$ cat src/rtl/mem_arb_pkg.sv
// ---------------------------------------------------------------------------
// mem_arb_pkg
//   Shared definitions for the memory port arbiter slice:
//     - default address/data widths matching memory_block
//     - FSM state encoding used by mem_port_arbiter
//     - port identifiers and a helper returning the opposite port
// ---------------------------------------------------------------------------
package mem_arb_pkg;

    localparam int ADDR_W_DEF = 18;
    localparam int DATA_W_DEF = 32;

    // 2'b11 is unused and recovers to ST_IDLE in the FSM.
    typedef enum logic [1:0] {
        ST_IDLE   = 2'b00,
        ST_ACCESS = 2'b01,
        ST_DONE   = 2'b10
    } arb_state_t;

    localparam logic PORT_0 = 1'b0;
    localparam logic PORT_1 = 1'b1;

    function automatic logic other_port(input logic port);
        return ~port;
    endfunction

endpackage

$ cat src/rtl/mem_port_arbiter_rr_arbiter2.sv
// ---------------------------------------------------------------------------
// rr_arbiter2
//   Two-way round-robin arbiter.
//   Ports:
//     clk, reset  rising-edge clock, synchronous active-high reset
//     req[1:0]    {port1, port0} requests
//     grant_en    commit the current grant (updates last_grant)
//     grant[1:0]  one-hot combinational grant, 2'b00 when no request
//   last_grant resets to port 1 so that port 0 wins the first tie.
// ---------------------------------------------------------------------------
module rr_arbiter2
    import mem_arb_pkg::*;
(
    input  logic       clk,
    input  logic       reset,
    input  logic [1:0] req,
    input  logic       grant_en,
    output logic [1:0] grant
);

    logic last_grant;

    // On a tie the port that did not win last time is served.
    always_comb begin
        grant = 2'b00;
        case (req)
            2'b01:   grant = 2'b01;
            2'b10:   grant = 2'b10;
            2'b11:   grant = (other_port(last_grant) == PORT_1) ? 2'b10 : 2'b01;
            default: grant = 2'b00;
        endcase
    end

    always_ff @(posedge clk) begin
        if (reset) begin
            last_grant <= PORT_1;
        end else if (grant_en && (grant != 2'b00)) begin
            last_grant <= grant[1];
        end
    end

endmodule

$ cat src/rtl/mem_port_arbiter.sv
// ---------------------------------------------------------------------------
// mem_port_arbiter
//   Shares memory_block between port 0 (load/store unit) and port 1
//   (secondary master). A winning request is latched, presented to memory
//   for exactly one ACCESS cycle, read data is captured at the end of that
//   cycle, and a one-cycle ack is returned in DONE.
//   Ports:
//     clk, reset            rising-edge clock, synchronous active-high reset
//     rN_req/we/byte        request, write enable, byte operation
//     rN_addr/rN_wdata      request address and write data
//     rN_ack                one-cycle completion pulse
//     rN_rdata              last read result for that port
//     mem_addr/wdata/byte   latched request fields to memory_block
//     mem_read/mem_write    memory strobes, high only during ACCESS
//     mem_rdata             combinational read data from memory_block
//     busy                  high in ACCESS and DONE
//   Timing: request sampled at edge N, strobe in cycle N+1, ack in cycle N+2.
// ---------------------------------------------------------------------------
module mem_port_arbiter
    import mem_arb_pkg::*;
#(
    parameter int ADDR_W = ADDR_W_DEF,
    parameter int DATA_W = DATA_W_DEF
) (
    input  logic              clk,
    input  logic              reset,
    input  logic              r0_req,
    input  logic              r0_we,
    input  logic              r0_byte,
    input  logic [ADDR_W-1:0] r0_addr,
    input  logic [DATA_W-1:0] r0_wdata,
    output logic              r0_ack,
    output logic [DATA_W-1:0] r0_rdata,
    input  logic              r1_req,
    input  logic              r1_we,
    input  logic              r1_byte,
    input  logic [ADDR_W-1:0] r1_addr,
    input  logic [DATA_W-1:0] r1_wdata,
    output logic              r1_ack,
    output logic [DATA_W-1:0] r1_rdata,
    output logic [ADDR_W-1:0] mem_addr,
    output logic [DATA_W-1:0] mem_wdata,
    output logic              mem_read,
    output logic              mem_write,
    output logic              mem_byte,
    input  logic [DATA_W-1:0] mem_rdata,
    output logic              busy
);

    arb_state_t state;
    logic       lat_we;
    logic       lat_id;

    logic [1:0] grant;
    logic       grant_en;
    logic       sel;

    logic              sel_we;
    logic              sel_byte;
    logic [ADDR_W-1:0] sel_addr;
    logic [DATA_W-1:0] sel_wdata;

    // Arbitration only happens from IDLE; requests in ACCESS/DONE wait.
    assign grant_en = (state == ST_IDLE) && (r0_req || r1_req);

    rr_arbiter2 u_rr_arbiter2 (
        .clk      (clk),
        .reset    (reset),
        .req      ({r1_req, r0_req}),
        .grant_en (grant_en),
        .grant    (grant)
    );

    assign sel       = grant[1];
    assign sel_we    = sel ? r1_we    : r0_we;
    assign sel_byte  = sel ? r1_byte  : r0_byte;
    assign sel_addr  = sel ? r1_addr  : r0_addr;
    assign sel_wdata = sel ? r1_wdata : r0_wdata;

    // mem_addr/mem_wdata/mem_byte double as the latched request fields, so
    // they hold their last value between accesses instead of toggling.
    always_ff @(posedge clk) begin
        if (reset) begin
            state     <= ST_IDLE;
            lat_we    <= 1'b0;
            lat_id    <= PORT_0;
            mem_addr  <= '0;
            mem_wdata <= '0;
            mem_byte  <= 1'b0;
            mem_read  <= 1'b0;
            mem_write <= 1'b0;
            r0_ack    <= 1'b0;
            r1_ack    <= 1'b0;
            r0_rdata  <= '0;
            r1_rdata  <= '0;
            busy      <= 1'b0;
        end else begin
            r0_ack <= 1'b0;
            r1_ack <= 1'b0;
            case (state)
                ST_IDLE: begin
                    if (grant_en) begin
                        lat_id    <= sel;
                        lat_we    <= sel_we;
                        mem_addr  <= sel_addr;
                        mem_wdata <= sel_wdata;
                        mem_byte  <= sel_byte;
                        mem_read  <= ~sel_we;
                        mem_write <= sel_we;
                        busy      <= 1'b1;
                        state     <= ST_ACCESS;
                    end
                end
                ST_ACCESS: begin
                    // memory_block read data is combinational on mem_addr,
                    // so it is valid at the edge that closes ACCESS.
                    if (!lat_we) begin
                        if (lat_id == PORT_1) begin
                            r1_rdata <= mem_rdata;
                        end else begin
                            r0_rdata <= mem_rdata;
                        end
                    end
                    mem_read  <= 1'b0;
                    mem_write <= 1'b0;
                    r0_ack    <= (lat_id == PORT_0);
                    r1_ack    <= (lat_id == PORT_1);
                    state     <= ST_DONE;
                end
                ST_DONE: begin
                    busy  <= 1'b0;
                    state <= ST_IDLE;
                end
                default: begin
                    mem_read  <= 1'b0;
                    mem_write <= 1'b0;
                    busy      <= 1'b0;
                    state     <= ST_IDLE;
                end
            endcase
        end
    end

endmodule

$ cat config.mk
export PLATFORM = sky130hd
export DESIGN_NAME = mem_port_arbiter
export DESIGN_NICKNAME = d
export VERILOG_FILES = /design/src/rtl/mem_arb_pkg.sv /design/src/rtl/mem_port_arbiter_rr_arbiter2.sv /design/src/rtl/mem_port_arbiter.sv
export SDC_FILE = /design/constraint.sdc
export NUM_CORES = 1
export LEC_CHECK = 0
export CAP_MARGIN = 10
export CORE_MARGIN = 5
export CORE_UTILIZATION = 41
export CTS_BUF_LIST = sky130_fd_sc_hd__clkbuf_4
export DETAILED_ROUTE_END_ITERATION = 16
export GPL_ROUTABILITY_DRIVEN = 0
export PLACE_DENSITY = 0.86
export SYNTH_ARGS = -nofsm -noshare
export SYNTH_HDL_FRONTEND = slang
export SYNTH_SLANG_ARGS = --single-unit
$ cat constraint.sdc
create_clock -name clk -period 1.8 [get_ports clk]
set_input_delay 0.45 -clock clk [delete_from_list [all_inputs] [get_ports clk]]
set_output_delay 0.45 -clock clk [all_outputs]
set_load 0.02 [all_outputs]
# Word-level counts from Yosys, hierarchy flattened

Index checks and enable logic that the tools add are counted.

Bits in registers: 125
Input bits: 140
Output and inout port bits: 120
Logic and storage cells: 50

Equal/unequal tests: 6
Mux-type cells: 14
Bitwise logic cells: 5
Reductions and logical operators: 11

Operators by type and width:

| operator                                                                 | number |
|---|---|
| 32-bit 2-to-1 mux                                                        | 1 |
| 18-bit 2-to-1 mux                                                        | 1 |
| 2-bit equality test (second input constant)                              | 3 |
| 1-bit case mux with 2 select lines                                       | 3 |
| 2-bit case mux with 3 select lines                                       | 1 |
| 2-bit AND reduction                                                      | 3 |
| 3-bit AND reduction                                                      | 2 |
| 1-bit 2-to-1 mux                                                         | 5 |
| 1-bit inverter                                                           | 5 |
| 2-bit by 1-bit equality test with 1-bit output (second input constant)   | 2 |
| 2-bit 2-to-1 mux                                                         | 2 |
| 2-bit case mux with 2 select lines                                       | 1 |
| 1-bit logical AND                                                        | 2 |
| 2-bit logical NOT                                                        | 1 |
| 2-bit by 1-bit inequality test with 1-bit output (second input constant) | 1 |
| 2-bit nonzero test                                                       | 1 |
| 2-bit OR reduction                                                       | 1 |
| 1-bit logical OR                                                         | 1 |

# Depth between registers and ports, before layout

Gate-level depths: netlist of the first run.

Depth in word-level cells: 6
Gate-level depth with buffers: 6
Depth with buffers taken out: 3

# By module

A second synthesis of the first run with hierarchy kept.

Cells, all modules: 557
Area, all modules: 4937.2 um^2

By module, submodules not included:

| module           | instances | cells an instance | area an instance (um^2) | sequential area each (um^2) |
|---|---|---|---|---|
| mem_port_arbiter | 1         | 550               | 4875.9                  | 2482.4 |
| rr_arbiter2      | 1         | 7                 | 61.3                    | 20.0 |

# Least setup slack after synthesis of the first run

No wires, ideal clock.

Kind: reg2reg
Start point: register state[0]
End point: register r0_rdata[10]
Setup time: 132 ps
Arrival time: 1249 ps
Data required time: 1668 ps
Setup slack: 419 ps
Stages on the path, launching flop included: 7
Path buffers: 3
Period minus slack after synthesis: 1381 ps
Cell sequence: dfxtp_1 buf_2 or4b_1 buf_2 buf_6 nand2_1 a21oi_1

Longest elaborated chain between the ends: 2

RTL lines:

| what                                           | line                    | RTL |
|---|---|---|
| start, declared                                | mem_port_arbiter.sv:50  | `arb_state_t state;` |
| start signal, assigned                         | mem_port_arbiter.sv:84  | `state <= ST_IDLE;` |
| start signal, assigned                         | mem_port_arbiter.sv:111 | `state <= ST_ACCESS;` |
| start signal, assigned                         | mem_port_arbiter.sv:128 | `state <= ST_DONE;` |
| 2-bit by 1-bit equality test with 1-bit output | mem_port_arbiter.sv:100 | `case (state)` |
| 3-bit AND reduction (no source line)           | -                       |  |
| end signal, assigned                           | mem_port_arbiter.sv:121 | `r0_rdata <= mem_rdata;` |
| end, declared                                  | mem_port_arbiter.sv:33  | `output logic [DATA_W-1:0] r0_rdata,` |

No other way between the ends.
A chain may end at the register's enable or synchronous reset.

# Worst setup path in the final report of the first run

Start point: register mem_wdata[20]
End point: output mem_wdata[20]

RTL lines:

| what                   | line                    | RTL |
|---|---|---|
| start, declared        | mem_port_arbiter.sv:42  | `output logic [DATA_W-1:0] mem_wdata,` |
| start signal, assigned | mem_port_arbiter.sv:106 | `mem_wdata <= sel_wdata;` |

No word-level cell between the ends.

==> reports/results.ini, run 1 <==
[grt]
grt_max_degree=48
grt_antenna_before_repair=2
grt_use_total_pct=22.2
grt_pass1_vias=5126
gr-total-overflow=0
grt_pass1_wl_um=25400

[cts]
clk_latency_ns=0.52
numCtsBuffers=17
clock-sinks=125
clkTransAtPathRegs_ns=0.11
tritoncts=built
clock_path_buffers=2
root_buffer=clkbuf_4
cts_setup_buffers=0
h-tree-depth=4

[detailed_routing]
dr.pass1.iters=5
wire_per_inst_um=16.3
vias=5342
routed_wirelength_um=16500
via_per_inst=5.25
detail-route-antenna-nets=0
route.detailed.drc=0
drtIter0Drc=434

[place]
numPortBuffers=259
place_hpwl_um=11900

[power]
internal-power_uw=4960
power.density_mw_per_mm2=880
p_clk_share_pct=32.6
seq_power_share_pct=44.3
leakagePower_uw=0.00340
share_comb_of_total_power_pct=23.0
swShare_pct=28.8
irDropWorstVdd_mv=0.506
power.switching_uw=2010

[critical_path]
critPathMaxFanout=2
endpoint_kind=output pin
rrSetupSlack_ns=0.28
start_kind=flip-flop
cpPeakStageDelay_ns=0.37
arrival_ns=1.25
critPathTopFamily=flip-flops
reg2reg_to=mem_wdata[25]
r2r-start=state[0]
critPathKind=flip-flop to output pin
required_ns=1.35
slowest_stage=dfxtp_1
critPathBufInv=1
critPathLaunch=mem_wdata[20]
worstPathCellList=dlygate4sd2_1
r2r_cells=5

[synth]
ys_ff_latch=125
seq_area_frac_synth_pct=50.9
synth.distinct_cells=28
avgSynthCellArea_um2=8.04
syn_area_mm2=0.00492
mappedNetlistNets=752
yosysWarningCount=0
synthCells=612

[timing]
fin_crit_ns=1.70
rsz0062_at_grt=false
fmax_mhz=588
fin_crit_sh_pct=94.4
skew_ns=0.0128
slew_viol_final=0
hold_ws_ns=0.358
hold_viol_final=0
tightestPinTransition_ns=0.450
setup-violations-final=0
relSlewSlack_pct=70.0

[min_path]
hold_depth=2
hp-class=primary input to flip-flop
whs_endpoint=busy
hp-start=reset

[layout]
final_cell_mix=234 x nand2_1, 138 x clkdlybuf4s50_1, 125 x dfxtp_1
layout-drive-gt1-share_pct=6.68
layout_commonest_cell=nand2_1
syn2layout_area_growth_pct=60.7
fin_nets=995
final_core_util_pct=66.4

[die]
rows=40
core_mm2=0.0119
die_area_mm2=0.0143
die_w_um=120
initial_utilization_pct=41.3
io_pins=260
die_y_um=120

[run]
drv_cap=0

[run_status]
status=completed

[what timing repair did]
item | 4_1_cts | 5_1_grt
setup endpoints to repair | 120 | 4
hold buffers | 0 | 0
resized for setup | 120 | 4
[worst max-delay path by stage]
stage / depth (start not counted) / slack, ns / endpoint
after global routing: 1 / 0.001 / mem_wdata[22]
after CTS: 1 / 0.02 / mem_wdata[14]
after global placement: 5 / -0.14 / mem_addr[16]
final: 1 / 0.10 / mem_wdata[20]
after detailed placement: 5 / -0.24 / mem_addr[16]
after floorplan: 6 / 0.42 / r0_rdata[10]
[cells by family after synthesis]
family                 count (synthesis)  synth area share (%)
AOI/OAI and AO/OA                    179                  22.9
buffers and inverters                 59                  6.23
DFF                                  125                  50.9
and+or+nand+nor                      249                  20.0
[per-layer routing]
| layer | GRT usage, % | share of wire, % | vias to the layer above |
|---|---|---|---|
| li1 | - | - | 2595 |
| met1 | 24.5 | 40 | 2458 |
| met2 | 37.2 | 47 | 256 |
| met3 | 9.28 | 10 | 33 |
| met4 | 9.95 | 2.6 | 0 |
| met5 | 0 | 0 | - |
[registers in the layout, summed over array words and instances, names as in the netlist, 2 cells and up]
register   flops
r1_rdata      32
mem_wdata     32
mem_addr      18
state          2
r0_rdata      32
[metrics by stage]
step	instance area [µm²]	cells	power, µW	worst slack, ns	setup TNS [ns]
2_1_floorplan	4920	612	3960	0.419	0
5_1_grt	7910	1017	7300	0.00124	0
6_report	7910	1017	6960	0.100	0
3_3_place_gp	7710	983	4870	-0.140	-6.49
3_5_place_dp	7710	983	4900	-0.241	-9.83
4_1_cts	7900	1015	7030	0.0205	0
[layout make-up]
class / count / area, µm²
antenna: 2 / 5.00
tap: 147 / 184
clock inverter: 14 / 199
sequential: 125 / 2500
fill: 1056 / 4000
clock buffer: 18 / 135
timing repair buffer: 282 / 2740
inverter: 1 / 3.75
multi-input combinational: 428 / 2140
[power by group through the flow]
stage	Clock, µW	Combinational [µW]	Sequential, µW
after floorplan	0	581	3380
after CTS	2330	1610	3090
after detailed placement	0	1740	3150
after global routing	2460	1720	3110
after global placement	0	1720	3150
final	2270	1600	3090
[synthesized netlist by cell type (all sizes together)]
cell type  instances  share of area, %
a21bo              1              0.20
a21boi             2              0.38
a21oi            118                12
a221o              1              0.20
a311oi            52               9.3
and2               2              0.25
and4bb             1              0.25
buf               41               4.9
clkbuf            17               1.3
dfxtp            125                51
inv                1             0.076
nand2            234                18
nand3              1              0.10
nand3b             1              0.15
nand4bb            1              0.23
nor2               3              0.23
nor2b              1              0.13
nor3               2              0.20
nor4               1              0.13
nor4b              1              0.31
o211a              1              0.20
o21ai              2              0.20
o21ba              1              0.20
o21bai             1              0.23
or4b               1              0.20
Note: power is estimated with default switching activity, not from simulation.
==> run 2: changes to the inputs <==
--- a/config.mk
+++ b/config.mk
@@ -6,7 +6,7 @@
 export NUM_CORES = 1
 export LEC_CHECK = 0
 export CAP_MARGIN = 10
-export CORE_MARGIN = 5
+export CORE_MARGIN = 3
 export CORE_UTILIZATION = 41
 export CTS_BUF_LIST = sky130_fd_sc_hd__clkbuf_4
 export DETAILED_ROUTE_END_ITERATION = 16
==> constraint.sdc (replaced) <==
create_clock -name clk -period 1.8 [get_ports clk]
set_input_delay 0.45 -clock clk [delete_from_list [all_inputs] [get_ports clk]]
set_output_delay 0.45 -clock clk [all_outputs]
set_load 0.1 [all_outputs]
==> run 2 against run 1 <==
Hold slack got worse by 0.075 ns; sequential power up 4%; sequential share of layout area decreased by 4.3 points; critical path depth rose by 4; critical endpoint is now mem_wdata[5]; die area is 6.6% lower; highest routed layer unchanged; register-to-register slack worse by 0.03 ns; maximum frequency grew 6.8%; critical path type is now primary input to flip-flop; setup slack improved by 0.11 ns.
==> reports/results.ini, run 2 (synthesis gave the netlist of run 1 again) <==
[die]
initial_utilization_pct=42.6  ; +1.2 points
die_w_um=116  ; -3.3%
die_area_mm2=0.0134  ; -6.6%
rows=39  ; -2.5%
io_pins=260  ; unchanged
die_y_um=116  ; -3.3%
core_mm2=0.0116  ; -2.9%

[cts]
h-tree-depth=4  ; unchanged
clkTransAtPathRegs_ns=0.12  ; about the same
cts_setup_buffers=0  ; unchanged
numCtsBuffers=17  ; unchanged
tritoncts=built
root_buffer=clkbuf_4
clock_path_buffers=2  ; unchanged
clk_latency_ns=0.49  ; -0.03 ns
clock-sinks=125  ; unchanged

[grt]
grt_antenna_before_repair=1  ; -1
gr-total-overflow=0  ; unchanged
grt_pass1_wl_um=27800  ; +9.6%
grt_max_degree=60  ; +25%
grt_pass1_vias=5542  ; +8.1%
grt_use_total_pct=26.6  ; +4.5 points

[power]
power.density_mw_per_mm2=908  ; +3.1%
irDropWorstVdd_mv=0.567  ; +12%
p_total_uw=8320  ; +20%
leakagePower_uw=0.00346  ; +1.7%

[critical_path]
reg2reg_to=r0_rdata[30]
rrSetupSlack_ns=0.25  ; -0.03 ns
critPathKind=primary input to flip-flop
r2r_cells=4  ; -1
endpoint_kind=flip-flop
arrival_ns=1.97  ; +0.72 ns
critPathMaxFanout=31  ; +29
r2r-start=lat_id
start_kind=primary input
required_ns=2.18  ; +0.83 ns

[timing]
fmax_mhz=629  ; +6.8%
hold_ws_ns=0.283  ; -0.0750 ns
fin_crit_ns=1.59  ; -0.109 ns
fin_crit_sh_pct=88.4  ; -6.1 points
skew_ns=0.0184  ; +0.00561 ns
relSlewSlack_pct=70.4  ; +0.36 points
finalSetupTns_ns=0  ; unchanged
rsz0062_at_grt=false
fin_ws_ns=0.209  ; +0.109 ns
hold_viol_final=0  ; unchanged
tightestPinTransition_ns=0.444  ; -0.00539 ns
setup-violations-final=0  ; unchanged
slew_viol_final=0  ; unchanged

[detailed_routing]
via_per_inst=5.41  ; +3.0%
wire_per_inst_um=17.8  ; +9.2%
drtIter0Drc=511  ; +18%
routed_wirelength_um=17900  ; +8.4%
route.detailed.drc=0  ; unchanged
detail-route-antenna-nets=0  ; unchanged
vias=5462  ; +2.2%
dr.pass1.iters=5  ; unchanged

[min_path]
hold_depth=2  ; unchanged
hp-class=primary input to flip-flop
hp-start=reset
whs_endpoint=r0_rdata[22]

[layout]
layout-drive-gt1-share_pct=20.9  ; +14 points
largest_registers=mem_wdata (32), r0_rdata (32), r1_rdata (32)
layout_commonest_cell=nand2_1
final_cell_mix=234 x nand2_1, 138 x clkdlybuf4s50_1, 131 x buf_12
fin_nets=993  ; -0.20%
syn2layout_area_growth_pct=86.2
nFillCells=671  ; -36%
final_core_util_pct=79.2  ; +13 points

[run_status]
status=completed

[place]
preCtsSetupSlack_ns=-0.301  ; -0.0600 ns
place_hpwl_um=13400  ; +13%
numPortBuffers=259  ; unchanged

[run]
drv_cap=0  ; unchanged

## run 2: cell types whose count changed in the layout (fill, tap and decap cells not counted), moves of 4 or more
cell	change
clkinvlp_4	+5
buf_12	+121
clkdlybuf4s15_1	-4
dlygate4sd2_1	-116
bufinv_16	-4
## run 2: metrics by stage
step / cell area, µm² / cells
6_report: 9170 / 1010
5_1_grt: 9170 / 1010
2_1_floorplan: 4920 / 612
4_1_cts: 9160 / 1009
3_3_place_gp: 8910 / 977
3_5_place_dp: 8910 / 977
## run 2: worst max-delay path by stage
stage / start / endpoint / slack [ns] / depth (start not counted)
2_1_floorplan: state[0] / r0_rdata[10] / 0.40 / 6
3_3_place_gp: r0_req / mem_wdata[26] / -0.11 / 5
3_5_place_dp: r0_req / mem_wdata[5] / -0.30 / 5
4_1_cts: lat_id / r1_rdata[8] / 0.1 / 3
5_1_grt: mem_addr[0] / mem_addr[0] / 0.13 / 1
6_report: r0_req / mem_wdata[5] / 0.21 / 5
## run 2: power breakdown
group / internal [µW] / switching, µW
clock network: 675 / 1070
registers: 2980 / 238
logic: 1300 / 2070
total: 4950 / 3370
## run 2: critical path, stage by stage
cell and delay (ns):
clkdlybuf4s50_1 0.61, o21ba_2 0.26, buf_12 0.20, a21oi_1 0.10
a311oi_1 0.35
## run 2: layer usage
layer	vias to the layer above	GRT usage, %	wire (µm)
met3	43	11.0	1920
met4	0	11.4	561
met2	276	46.4	9080
li1	2585	-	-
met1	2558	28.4	6380
met5	-	0	0
## run 2: cell type report
cell class	count	area, µm²	share of cell area [%]
inverters	1	3.75	0.0410
multi-input cells	428	2140	23.3
diodes	1	2.50	0.0273
clock buffers	17	128	1.39
well taps	143	179	1.95
repair buffers	280	4090	44.6
clock inverters	15	124	1.35
flip-flops and latches	125	2500	27.3
## run 2: repair_timing
item,4_1_cts,5_1_grt
endpoints found under the setup margin,0,1
resized for setup,0,1
hold buffers,0,0
hold endpoints to repair,0,0
==> RTL change 1: new RTL, settings of run 1 <==
Re-encode `arb_state_t` (3 states) as one-hot, 3 bits wide.
--- a/src/rtl/mem_arb_pkg.sv
+++ b/src/rtl/mem_arb_pkg.sv
@@ -11,10 +11,10 @@
     localparam int DATA_W_DEF = 32;
 
     // 2'b11 is unused and recovers to ST_IDLE in the FSM.
-    typedef enum logic [1:0] {
-        ST_IDLE   = 2'b00,
-        ST_ACCESS = 2'b01,
-        ST_DONE   = 2'b10
+    typedef enum logic [2:0] {
+        ST_IDLE   = 3'b001,
+        ST_ACCESS = 3'b010,
+        ST_DONE   = 3'b100
     } arb_state_t;
 
     localparam logic PORT_0 = 1'b0;
Function: no difference found for any inputs over 4 cycles, from zero or initial values and one cycle with reset high; so few cycles prove little.
==> RTL change 1 against run 1 <==
Highest routed layer unchanged; hold slack lost 0.083 ns; critical path type is now register to register; clock power is 13% lower; power fell by 1.7%; sequential cell count is 1 higher; final area is 2.8% higher; first-iteration DRC count shrank 18%; largest power group unchanged; synthesized area is 6.7% higher; synthesized cell count decreased by 5.6%; non-clock buffer count down 2; wire length up 11%; setup slack worse by 0.024 ns.
==> RTL change 1: results (changes against run 1) <==
First-pass DRT Iterations -> 5 (unchanged)
layout cells sized above 1 -> 0.0829 (+0.0161)
initial antenna violation count -> 1 (-1)
first-pass GRT wire length -> 28000 µm (+10%)
worst vdd ir -> 0.699 mV (+38%)
Yosys cell types -> 36 (+29%)
DRT iter0 DRCs -> 355 (-18%)
worst setup margin -> 0.0761 ns (-0.0239 ns)
status -> complete, no violations
WHS -> 0.274 ns (-0.0833 ns)
Syn Nets -> 718 (-4.5%)
Fill cells -> 1088 (+3.0%)
post-synthesis sequential area ratio -> 0.480 (-0.0281)
top area cells in the synthesized netlist -> dfxtp_1 48%, o32ai_1 8.7%, a221oi_1 8.2%, a21oi_1 6.1%, nand3_1 6.1%
CP max FO -> 64 (+62)
largest net degree at the start of global routing -> 67 (+40%)
Pint -> 4.74 mW (-4.3%)
Post-synth top cells -> 126 x dfxtp_1, 64 x a21oi_1, 64 x nand3_1
Place WS -> -0.351 ns (-0.109 ns)
GR Util All Layers -> 0.235 (+0.0134)
skew final -> 0.0100 ns (-0.00271 ns)
Final HPWL DP -> 13200 µm (+11%)
final wirelength -> 18400 µm (+11%)
Slew Limit Headroom -> 0.528 (-0.172)
vias in the first global route -> 5423 (+5.8%)
Pleak -> 3.30 nW (-3.0%)
WP data arrival -> 2.12 ns (+0.87 ns)
[RTL change 1: cell types whose count changed after synthesis, moves of 10 or more]
cell / run 1 / this run
nand2_1: 234 / 2
nand3_1: 1 / 64
o21ai_1: 0 / 56
a21oi_1: 118 / 64
inv_1: 1 / 54
a311oi_1: 52 / 0
o32ai_1: 0 / 52
a221oi_1: 0 / 49
clkbuf_1: 17 / 31
buf_2: 32 / 20
buf_6: 3 / 13
[RTL change 1: power groups by stage]
stage	registers (mW)	clock network, mW	logic (mW)
final	3.11	1.98	1.75
after global routing	3.14	2.18	1.87
after CTS	3.11	2.06	1.75
after detailed placement	3.18	0	1.88
after global placement	3.17	0	1.83
after floorplan	3.41	0	0.710
[RTL change 1: worst max-delay path, stage by stage (launching register included)]
cell and delay, ns:
dfxtp_1 0.35, or4b_2 0.71, buf_12 0.22, o21ai_0 0.19
a21oi_1 0.09
[RTL change 1: metal layers]
metal  routed length [µm]  up-vias  GRT usage
met5                    0        -          0
met4                  779        0      0.123
met3                 1240       52     0.0595
met2                 9310      254      0.402
met1                 7080     2644      0.270
li1                     -     2638          -
[RTL change 1: cell families (layout without fill, tap and decap cells)]
| kind of cell | count (synthesis) | count (layout) | synth area share |
|---|---|---|---|
| buffers and inverters | 126 | 368 | 0.114 |
| flip-flops | 126 | 126 | 0.480 |
| multiplexers | 1 | 1 | 0.00191 |
| AND/OR/NAND/NOR | 83 | 83 | 0.0844 |
| other | 0 | 1 | 0 |
| AO/OA/AOI/OAI | 242 | 242 | 0.319 |
[RTL change 1: worst max path at each step]
stage | to | depth (start not counted)
floorplan | mem_read | 4
global placement | mem_read | 4
detailed placement | mem_wdata[6] | 5
CTS | r0_rdata[31] | 1
global route | mem_read | 1
finish | r1_rdata[30] | 4
[RTL change 1: layout make-up]
cell class                 count  area share
antenna                        1    0.000308
clock buffer                  18      0.0166
clock inverter                14      0.0185
inverter                      56      0.0259
multi-input combinational    326       0.264
sequential                   126       0.311
tap                          172      0.0265
timing repair buffer         280       0.337
[RTL change 1: repair_timing]
action	in CTS	in global routing
hold buffers	0	0
setup endpoints to repair	120	9
gates cloned	0	0
buffers inserted	0	0
gates resized for setup	120	10
[RTL change 1: through the flow]
stage | instances | total power [mW] | instance area [µm²]
3_3_place_gp | 960 | 5.00 | 7980
6_report | 993 | 6.84 | 8130
4_1_cts | 992 | 6.92 | 8120
3_5_place_dp | 960 | 5.06 | 7980
5_1_grt | 993 | 7.18 | 8130
2_1_floorplan | 578 | 4.12 | 5250
==> RTL change 2: new RTL, settings of run 1 <==
Made on the original files. Set the package constant `ADDR_W_DEF` to 9 (it was 18).
--- a/src/rtl/mem_arb_pkg.sv
+++ b/src/rtl/mem_arb_pkg.sv
@@ -7,7 +7,7 @@
 // ---------------------------------------------------------------------------
 package mem_arb_pkg;
 
-    localparam int ADDR_W_DEF = 18;
+    localparam int ADDR_W_DEF = 9;
     localparam int DATA_W_DEF = 32;
 
     // 2'b11 is unused and recovers to ST_IDLE in the FSM.
Interface: changed (resized mem_addr, r0_addr and r1_addr); port bits go from 260 to 233. No check against the original RTL was run, so the function may have changed too.
==> RTL change 2 against run 1 <==
Maximum frequency is 1.1% higher; power is 13% lower; register-to-register slack better by 0.02 ns; sequential share of layout area is 0.69 points higher; final cell count is 8.3% lower; final area is 9.2% lower; synthesized area is 8.2% lower; utilization is 0.15 points lower; wire length is 10% lower; sequential cell count is 9 lower; via count is 8.3% lower; setup slack better by 0.018 ns; count of clock-buffer cells in the layout is 1 lower; global-route usage is 0.092 points lower.
==> RTL change 2: results (changes against run 1) <==
R2R Setup Slk -> 0.30 ns (+0.02 ns)
Reg2Reg Depth -> 4 (-1)
status -> complete, no violations
First-pass DRT Iterations -> 6 (+1)
Layout Nets -> 903 (-9.2%)
top area cells in the synthesized netlist -> dfxtp_1 51%, nand2_1 18%, a21oi_1 12%, a311oi_1 8.3%, buf_2 2.9%
switching power share of the total -> 0.305 (+0.0168)
post-synthesis sequential area ratio -> 0.514 (+0.00547)
DRT iter0 DRCs -> 365 (-16%)
Place WS -> -0.196 ns (+0.0452 ns)
skew final -> 0.0152 ns (+0.00240 ns)
minimum clock period -> 1.68 ns (-0.0183 ns)
met3 wire length -> 1660 µm (-2.7%)
clock power share -> 0.294 (-0.032)
placed inst area -> 7050 µm² (-8.6%)
Yosys cell types -> 29 (+3.6%)
first-pass GRT wire length -> 23300 µm (-8.3%)
Top delay family on crit path -> buffers and inverters
WHS -> 0.408 ns (+0.0503 ns)
Comb power frac -> 0.235 (+0.005)
synthesized area -> 4520 µm² (-8.2%)
Slew Limit Headroom -> 0.683 (-0.0173)
layout cells sized above 1 -> 0.0731 (+0.00632)
Compound-Gate Fraction of Synth Area -> 0.221 (-0.00784)
initial antenna violation count -> 0 (-2)
vias per inst -> 5.25 (about the same)
Overall Power -> 6.07 mW (-13%)
met1 WL -> 5760 µm (-13%)
Final HPWL DP -> 10900 µm (-8.1%)
Post-synth top cells -> 216 x nand2_1, 116 x dfxtp_1, 109 x a21oi_1
Setup crit start -> mem_wdata[29]
Skew-Pair Late Insertion Delay -> 0.50 ns (-0.02 ns)
reg-to-reg startpoint -> state[1]
antenna fix cells -> 0 (-2)
worst vdd ir -> 0.417 mV (-18%)
metal2 WL -> 7210 µm (-7.8%)
reg-to-reg critical path endpoint -> r0_rdata[15]
Pleak -> 3.08 nW (-9.4%)
RTL change 2: timing repair:
item | 4_1_cts | 5_1_grt
resized for setup | 111 | 0
hold buffers | 0 | 0
endpoints found under the setup margin | 111 | 0
setup buffers | 0 | 0
RTL change 2: cell families (layout without fill, tap and decap cells):
| kind of cell | Yosys count | after routing |
|---|---|---|
| flops | 116 | 116 |
| compound gates | 161 | 161 |
| simple gates | 231 | 231 |
| buf+inv | 53 | 285 |
RTL change 2: layout make-up:
cell class	instances	area [µm²]
timing repair buffer	253	2480
multi-input combinational	392	1940
sequential	116	2320
inverter	1	3.75
clock inverter	14	140
clock buffer	17	128
tap	140	175
fill	927	3660
RTL change 2: metrics by stage:
stage,TNS (ns),instances
floorplan,0,561
global placement,-2.37,902
detailed placement,-5.30,902
CTS,0,933
global route,0,933
finish,0,933
RTL change 2: routing by layer:
metal  GRT usage  vias up
li1            -     2362
met1       0.231     2266
met2       0.388      241
met3      0.0932       27
met4      0.0923        0
met5           0        -
